==> src/rtl/matrix_host_controller.sv <==
// -----------------------------------------------------------------------------
// matrix_host_controller
//
// Purpose:
//   Accepts 2x2 matrix multiply jobs from a host into a two-entry FIFO and hands
//   them one at a time to an external multiplier over a start / stable / ack
//   handshake. The result is collected with a four-phase ack and held in a
//   one-entry result slot until the host consumes it. A job stuck in SEND or
//   WAIT_C for TIMEOUT_CYCLES cycles is aborted with a one-cycle timeout pulse.
//
// Ports:
//   input_Clk, input_Reset            clock, async active-low reset
//   input_Job_Valid/_A/_B             host job offer (operands {X11,X12,X21,X22})
//   output_Job_Ready                  FIFO has room (from registered count only)
//   output_Start                      one-cycle start pulse to multiplier
//   output_Stable, output_A/_B        operands valid, held until input_AB_Ack
//   input_AB_Ack                      multiplier accepted the operands
//   input_Stable, input_C             multiplier result valid / result data
//   output_C_Ack                      four-phase result acknowledge
//   output_Result_Valid/_Result       captured result to host
//   input_Result_Ready                host consumes result
//   output_Timeout                    one-cycle abort pulse
//   output_Busy                       FSM not in IDLE
// -----------------------------------------------------------------------------
module matrix_host_controller #(
  parameter int unsigned TIMEOUT_CYCLES = 1024
) (
  input  logic         input_Clk,
  input  logic         input_Reset,
  input  logic         input_Job_Valid,
  input  logic [127:0] input_Job_A,
  input  logic [127:0] input_Job_B,
  output logic         output_Job_Ready,
  output logic         output_Start,
  output logic         output_Stable,
  output logic [127:0] output_A,
  output logic [127:0] output_B,
  input  logic         input_AB_Ack,
  input  logic         input_Stable,
  input  logic [127:0] input_C,
  output logic         output_C_Ack,
  output logic         output_Result_Valid,
  output logic [127:0] output_Result,
  input  logic         input_Result_Ready,
  output logic         output_Timeout,
  output logic         output_Busy
);

  // Counter value on the cycle before the limit is reached; the abort takes
  // effect on the edge where the count would become TIMEOUT_CYCLES.
  localparam logic [31:0] TIMEOUT_LAST_C = 32'(TIMEOUT_CYCLES - 1);

  typedef enum logic [2:0] {
    ST_IDLE   = 3'd0,
    ST_START  = 3'd1,
    ST_SEND   = 3'd2,
    ST_WAIT_C = 3'd3,
    ST_ACK    = 3'd4
  } state_t;

  state_t        state_r;
  logic [255:0]  fifo_mem_r [2];
  logic          wr_ptr_r;
  logic          rd_ptr_r;
  logic [1:0]    count_r;
  logic [31:0]   cycle_cnt_r;
  logic          start_r;
  logic          stable_r;
  logic          c_ack_r;
  logic          result_valid_r;
  logic          timeout_r;
  logic [127:0]  a_r;
  logic [127:0]  b_r;
  logic [127:0]  result_r;
  logic          push_s;
  logic          pop_s;
  logic [255:0]  head_s;

  // FIFO handshake decode; ready depends on the registered count only, so a
  // full FIFO never accepts a job even when a pop happens the same cycle.
  always_comb begin
    push_s = 1'b0;
    pop_s  = 1'b0;
    head_s = fifo_mem_r[rd_ptr_r];
    if (input_Job_Valid && (count_r < 2'd2)) begin
      push_s = 1'b1;
    end else begin
      push_s = 1'b0;
    end
    if ((state_r == ST_IDLE) && (count_r != 2'd0) && !result_valid_r) begin
      pop_s = 1'b1;
    end else begin
      pop_s = 1'b0;
    end
  end

  // Two-entry job FIFO storage, pointers and occupancy.
  always_ff @(posedge input_Clk or negedge input_Reset) begin
    if (!input_Reset) begin
      fifo_mem_r[0] <= 256'd0;
      fifo_mem_r[1] <= 256'd0;
      wr_ptr_r      <= 1'b0;
      rd_ptr_r      <= 1'b0;
      count_r       <= 2'd0;
    end else begin
      if (push_s) begin
        fifo_mem_r[wr_ptr_r] <= {input_Job_A, input_Job_B};
        wr_ptr_r             <= ~wr_ptr_r;
      end
      if (pop_s) begin
        rd_ptr_r <= ~rd_ptr_r;
      end
      case ({push_s, pop_s})
        2'b10:   count_r <= count_r + 2'd1;
        2'b01:   count_r <= count_r - 2'd1;
        default: count_r <= count_r;
      endcase
    end
  end

  // Job sequencing FSM with all handshake outputs registered.
  always_ff @(posedge input_Clk or negedge input_Reset) begin
    if (!input_Reset) begin
      state_r        <= ST_IDLE;
      cycle_cnt_r    <= 32'd0;
      start_r        <= 1'b0;
      stable_r       <= 1'b0;
      c_ack_r        <= 1'b0;
      result_valid_r <= 1'b0;
      timeout_r      <= 1'b0;
      a_r            <= 128'd0;
      b_r            <= 128'd0;
      result_r       <= 128'd0;
    end else begin
      start_r   <= 1'b0;
      timeout_r <= 1'b0;
      // Host consumption of the result slot; a new capture cannot coincide
      // because IDLE only launches a job once the slot is empty.
      if (result_valid_r && input_Result_Ready) begin
        result_valid_r <= 1'b0;
      end
      case (state_r)
        ST_IDLE: begin
          if (pop_s) begin
            a_r     <= head_s[255:128];
            b_r     <= head_s[127:0];
            start_r <= 1'b1;
            state_r <= ST_START;
          end
        end
        ST_START: begin
          stable_r    <= 1'b1;
          cycle_cnt_r <= 32'd0;
          state_r     <= ST_SEND;
        end
        ST_SEND: begin
          // Ack wins over a coincident input_Stable; the result is taken in
          // WAIT_C on the following cycle.
          if (input_AB_Ack) begin
            stable_r    <= 1'b0;
            cycle_cnt_r <= 32'd0;
            state_r     <= ST_WAIT_C;
          end else if (cycle_cnt_r == TIMEOUT_LAST_C) begin
            stable_r    <= 1'b0;
            timeout_r   <= 1'b1;
            cycle_cnt_r <= 32'd0;
            state_r     <= ST_IDLE;
          end else begin
            cycle_cnt_r <= cycle_cnt_r + 32'd1;
          end
        end
        ST_WAIT_C: begin
          if (input_Stable) begin
            result_r       <= input_C;
            result_valid_r <= 1'b1;
            c_ack_r        <= 1'b1;
            state_r        <= ST_ACK;
          end else if (cycle_cnt_r == TIMEOUT_LAST_C) begin
            timeout_r   <= 1'b1;
            cycle_cnt_r <= 32'd0;
            state_r     <= ST_IDLE;
          end else begin
            cycle_cnt_r <= cycle_cnt_r + 32'd1;
          end
        end
        ST_ACK: begin
          if (!input_Stable) begin
            c_ack_r <= 1'b0;
            state_r <= ST_IDLE;
          end
        end
        default: begin
          stable_r <= 1'b0;
          c_ack_r  <= 1'b0;
          state_r  <= ST_IDLE;
        end
      endcase
    end
  end

  assign output_Job_Ready    = (count_r < 2'd2);
  assign output_Start        = start_r;
  assign output_Stable       = stable_r;
  assign output_A            = a_r;
  assign output_B            = b_r;
  assign output_C_Ack        = c_ack_r;
  assign output_Result_Valid = result_valid_r;
  assign output_Result       = result_r;
  assign output_Timeout      = timeout_r;
  assign output_Busy         = (state_r != ST_IDLE);

endmodule

==> config.mk <==
export PLATFORM = sky130hd
export DESIGN_NAME = matrix_host_controller
export DESIGN_NICKNAME = d
export VERILOG_FILES = /design/src/rtl/matrix_host_controller.sv
export SDC_FILE = /design/constraint.sdc
export NUM_CORES = 1
export LEC_CHECK = 0
export ABC_CLOCK_PERIOD_IN_PS = 2400
export CORE_AREA = 2 2 304 306
export CTS_CLUSTER_SIZE = 25
export DETAILED_ROUTE_END_ITERATION = 6
export DIE_AREA = 0 0 306 308
export DONT_BUFFER_PORTS = 1
export GPL_TIMING_DRIVEN = 0
export PLACE_DENSITY = 0.61
export SYNTH_ARGS = -nofsm -noshare
export SYNTH_HDL_FRONTEND = slang
export SYNTH_SLANG_ARGS = --single-unit
==> constraint.sdc <==
create_clock -name input_Clk -period 2.4 [get_ports input_Clk]
set_input_delay 0.24 -clock input_Clk [delete_from_list [all_inputs] [get_ports input_Clk]]
set_output_delay 0.24 -clock input_Clk [all_outputs]
set_load 0.1 [all_outputs]
==> flow_summary_export.csv <==
group,metric,value,unit
outcome,outcome,"finished with violations",
outcome,violations,"negative hold slack",
synth,synth-edff-count,0,
detailed_routing,vias,23800,
timing,finalHoldViolations,203,
timing,max_clock_freq,426,MHz
global_route,grt_max_degree,941,
synth,ys_ff_latch,940,
clock_tree,tritoncts,"built",
setup_path,worstPathArrival,2890,ps
floorplanning,die_h,308,um
detailed_routing,routedWlPerCell,23.6,um
timing,skew,23.2,ps
setup_path,r2r-end,"count_r[1]$_DFFE_PN0P_",
synth,yosysSeqAreaShare,62.4,%
clock_tree,htreeDepth,3,
detailed_routing,firstDrtPassIters,5,
synth,syn-cell-area,37700,um^2
finish,final_nets,3619,
synth,yosysMostFrequentCell,"dfrtp_1",
timing,slew_viol_final,0,
clock_tree,cts-root-buf,"clkbuf_16",
clock_tree,path_clk_slew,60,ps
setup_path,startpoint_type,"register",
setup_path,reg2reg_depth,9,
timing,rsz0062_at_grt,"true",
finish,syn_to_final_growth,25.1,%
detailed_routing,drc,0,
placement,gp_congestion,0.840,
detailed_routing,postRouteAntennaNets,0,
detailed_routing,via_per_inst,5.29,
synth,yosysWarnings,0,
synth,synthCells,2730,
floorplanning,io_pins,781,
setup_path,end_kind,"register",
synth,yosys.cell_types.count,45,
placement,hpwl,73600,um
global_route,antenna_found_initial,15,
clock_tree,cts_buffers,99,
synth,yosys-top-cells-count,"940 x dfrtp_1, 640 x mux2_2, 295 x nor2_1, 259 x a21oi_1, 258 x mux2i_1",
global_route,grt_pass1_wl,160000,um
global_route,globalRouteOverflowTotal,0,
timing,worstMarginPinSlew,1220,ps
floorplanning,die_area,94200,um^2
finish,drive_above_1_share,29.8,%
timing,period_minus_slack,2350,ps
job,maxCapViolations,0,
timing,final-setup-viol-count,0,
min_path,hold_class,"input port to asynchronous set/reset pin",
timing,hold_slack,-748,ps
timing,timing.slew.headroom,18.5,%
synth,synthFlopType,"dfrtp_1",
floorplanning,die_w,306,um
setup_path,reg2reg_from,"state_r[2]$_DFFE_PN0P_",
setup_path,crit_type,"register to register",
clock_tree,cts_hold_buf,388,
synth,synth_area_leaders,"dfrtp_1 62%, mux2_2 19%, mux2i_1 6.8%, a21oi_1 3.4%, nor2_1 2.9%",
synth,avgSynthCellArea,13.8,um^2
synth,synth.largest_area_cell,"dfrtp_1",
setup_path,rrSetupSlack,50,ps
placement,port_buffers,0,
detailed_routing,drtIter0Drc,1357,
global_route,track_usage,22.2,%
detailed_routing,drt-total-wl,106000,um
floorplanning,fp-row-count,111,
placement,place_area,39200,um^2
synth,synth_nets,3122,
clock_tree,cts_sinks,940,
floorplanning,initial_core_util,41.4,%
floorplanning,core,91000,um^2
synth,async_flop_share,100,%
setup_path,path_max_fanout,10,
timing,min_period_over_period,97.9,%
clock_tree,clk_path_buf_depth,3,
timing,timing.setup.tns,0,ps
global_route,grt_pass1_vias,25900,
finish,fin_area,47200,um^2
clock_tree,clock_insertion_delay_worst_skew,680,ps
setup_path,cp.required,2950,ps
synth,synth_top_area_share,62.4,%
## how the worst max path moves through the flow
stage                           startpoint                          end
detailed placement  count_r[1]$_DFFE_PN0P_  fifo_mem_r[462]$_DFFE_PN0P_
global route          rd_ptr_r$_DFFE_PN0P_     output_B[51]$_DFFE_PN0P_
global placement    count_r[1]$_DFFE_PN0P_  fifo_mem_r[256]$_DFFE_PN0P_
floorplan           count_r[1]$_DFFE_PN0P_  fifo_mem_r[256]$_DFFE_PN0P_
CTS                 state_r[0]$_DFFE_PN0P_     output_A[19]$_DFFE_PN0P_
finish              state_r[2]$_DFFE_PN0P_       count_r[1]$_DFFE_PN0P_
## per-stage QoR
| step | instances | worst slack, ps | hold slack (ps) | util (%) |
|---|---|---|---|---|
| 6_report | 4504 | 51.3 | -748 | 51.9 |
| 5_1_grt | 4501 | -42.1 | -792 | 51.9 |
| 4_1_cts | 4490 | 5.35 | -773 | 51.6 |
| 3_5_place_dp | 3916 | -1290 | -26.5 | 43.1 |
| 3_3_place_gp | 3916 | -1310 | -19.1 | 43.1 |
| 2_1_floorplan | 2730 | 24.3 | -55.6 | - |
## final cells by class
class / count / area (um^2)
plain buffers: 164 / 1110
clock buffers: 135 / 2880
clock inverters: 46 / 732
fillers: 7578 / 43800
flip-flops and latches: 940 / 23500
well taps: 1186 / 1480
inverters: 6 / 26.3
multi-input cells: 1617 / 13300
repair buffers: 399 / 4080
diodes: 11 / 27.5
## worst max-delay path, cell delays in order (launching register included)
cell	delay, ps
dfrtp_2	450
or3_4	570
nor3_4	270
buf_6	170
buf_12	110
buf_8	140
ha_1	180
xnor2_1	140
nor2_2	60
xnor2_1	120
## cell families (layout without fill, tap and decap cells)
| kind of cell | after synthesis | after routing | share of synthesized area [%] |
|---|---|---|---|
| other cells | 0 | 11 | 0 |
| xor+xnor | 25 | 25 | 0.581 |
| fa+ha+maj | 2 | 2 | 0.0664 |
| flops | 940 | 940 | 62.4 |
| buf+inv | 173 | 750 | 2.39 |
| compound gates | 282 | 282 | 3.87 |
| simple gates | 410 | 410 | 4.75 |
| mux | 898 | 898 | 26.0 |
## state kept, by name, summed over array words and instances (netlist names)
signal               flops
cycle_cnt_r             32
fifo_mem_r             512
state_r                  3
output_Result_Valid      1
output_A               128
output_B               128
output_Start             1
wr_ptr_r                 1
output_Result          128
output_C_Ack             1
rd_ptr_r                 1
count_r                  2
output_Stable            1
output_Timeout           1
## cells in the final DEF, fill, tap and decap left out, drive strengths merged, types with 2 or more instances in the layout
cell and count:
clkinv 23, clkinvlp 3, a31oi 6, nand4 19, buf 139, and3 9
xor2 12, mux2i 258, nand2b 2, o211ai 2, nor2b 2, clkbuf 171
nand2 28, ha 2, nor4 7, inv 10, nor3 8, or3 2
dlygate4sd3 388, and4 6, nand3 22, diode 11, and2 6, o21ai 6
mux2 640, bufinv 16, xnor2 13, a21oi 260, nor2 295, dfrtp 940
## timing repair
action	4_1_cts	5_1_grt
gates cloned	0	0
resized for setup	72	47
endpoints found under the setup margin	852	154
hold endpoints to repair	1589	203
setup buffers	5	1
pin swaps	2	3
## layer usage
| metal | GRT usage [%] | share of wire [%] | vias to the layer above |
|---|---|---|---|
| met5 | 0 | 0.025 | - |
| met4 | 7.45 | 2.7 | 4 |
| li1 | - | - | 10600 |
| met1 | 24.7 | 38 | 12300 |
| met2 | 39.7 | 52 | 756 |
| met3 | 7.35 | 7.9 | 166 |
Power is left out: the tool's default activity adds up to more than one toggle a clock period on the data nets, which glitch-free logic cannot reach.
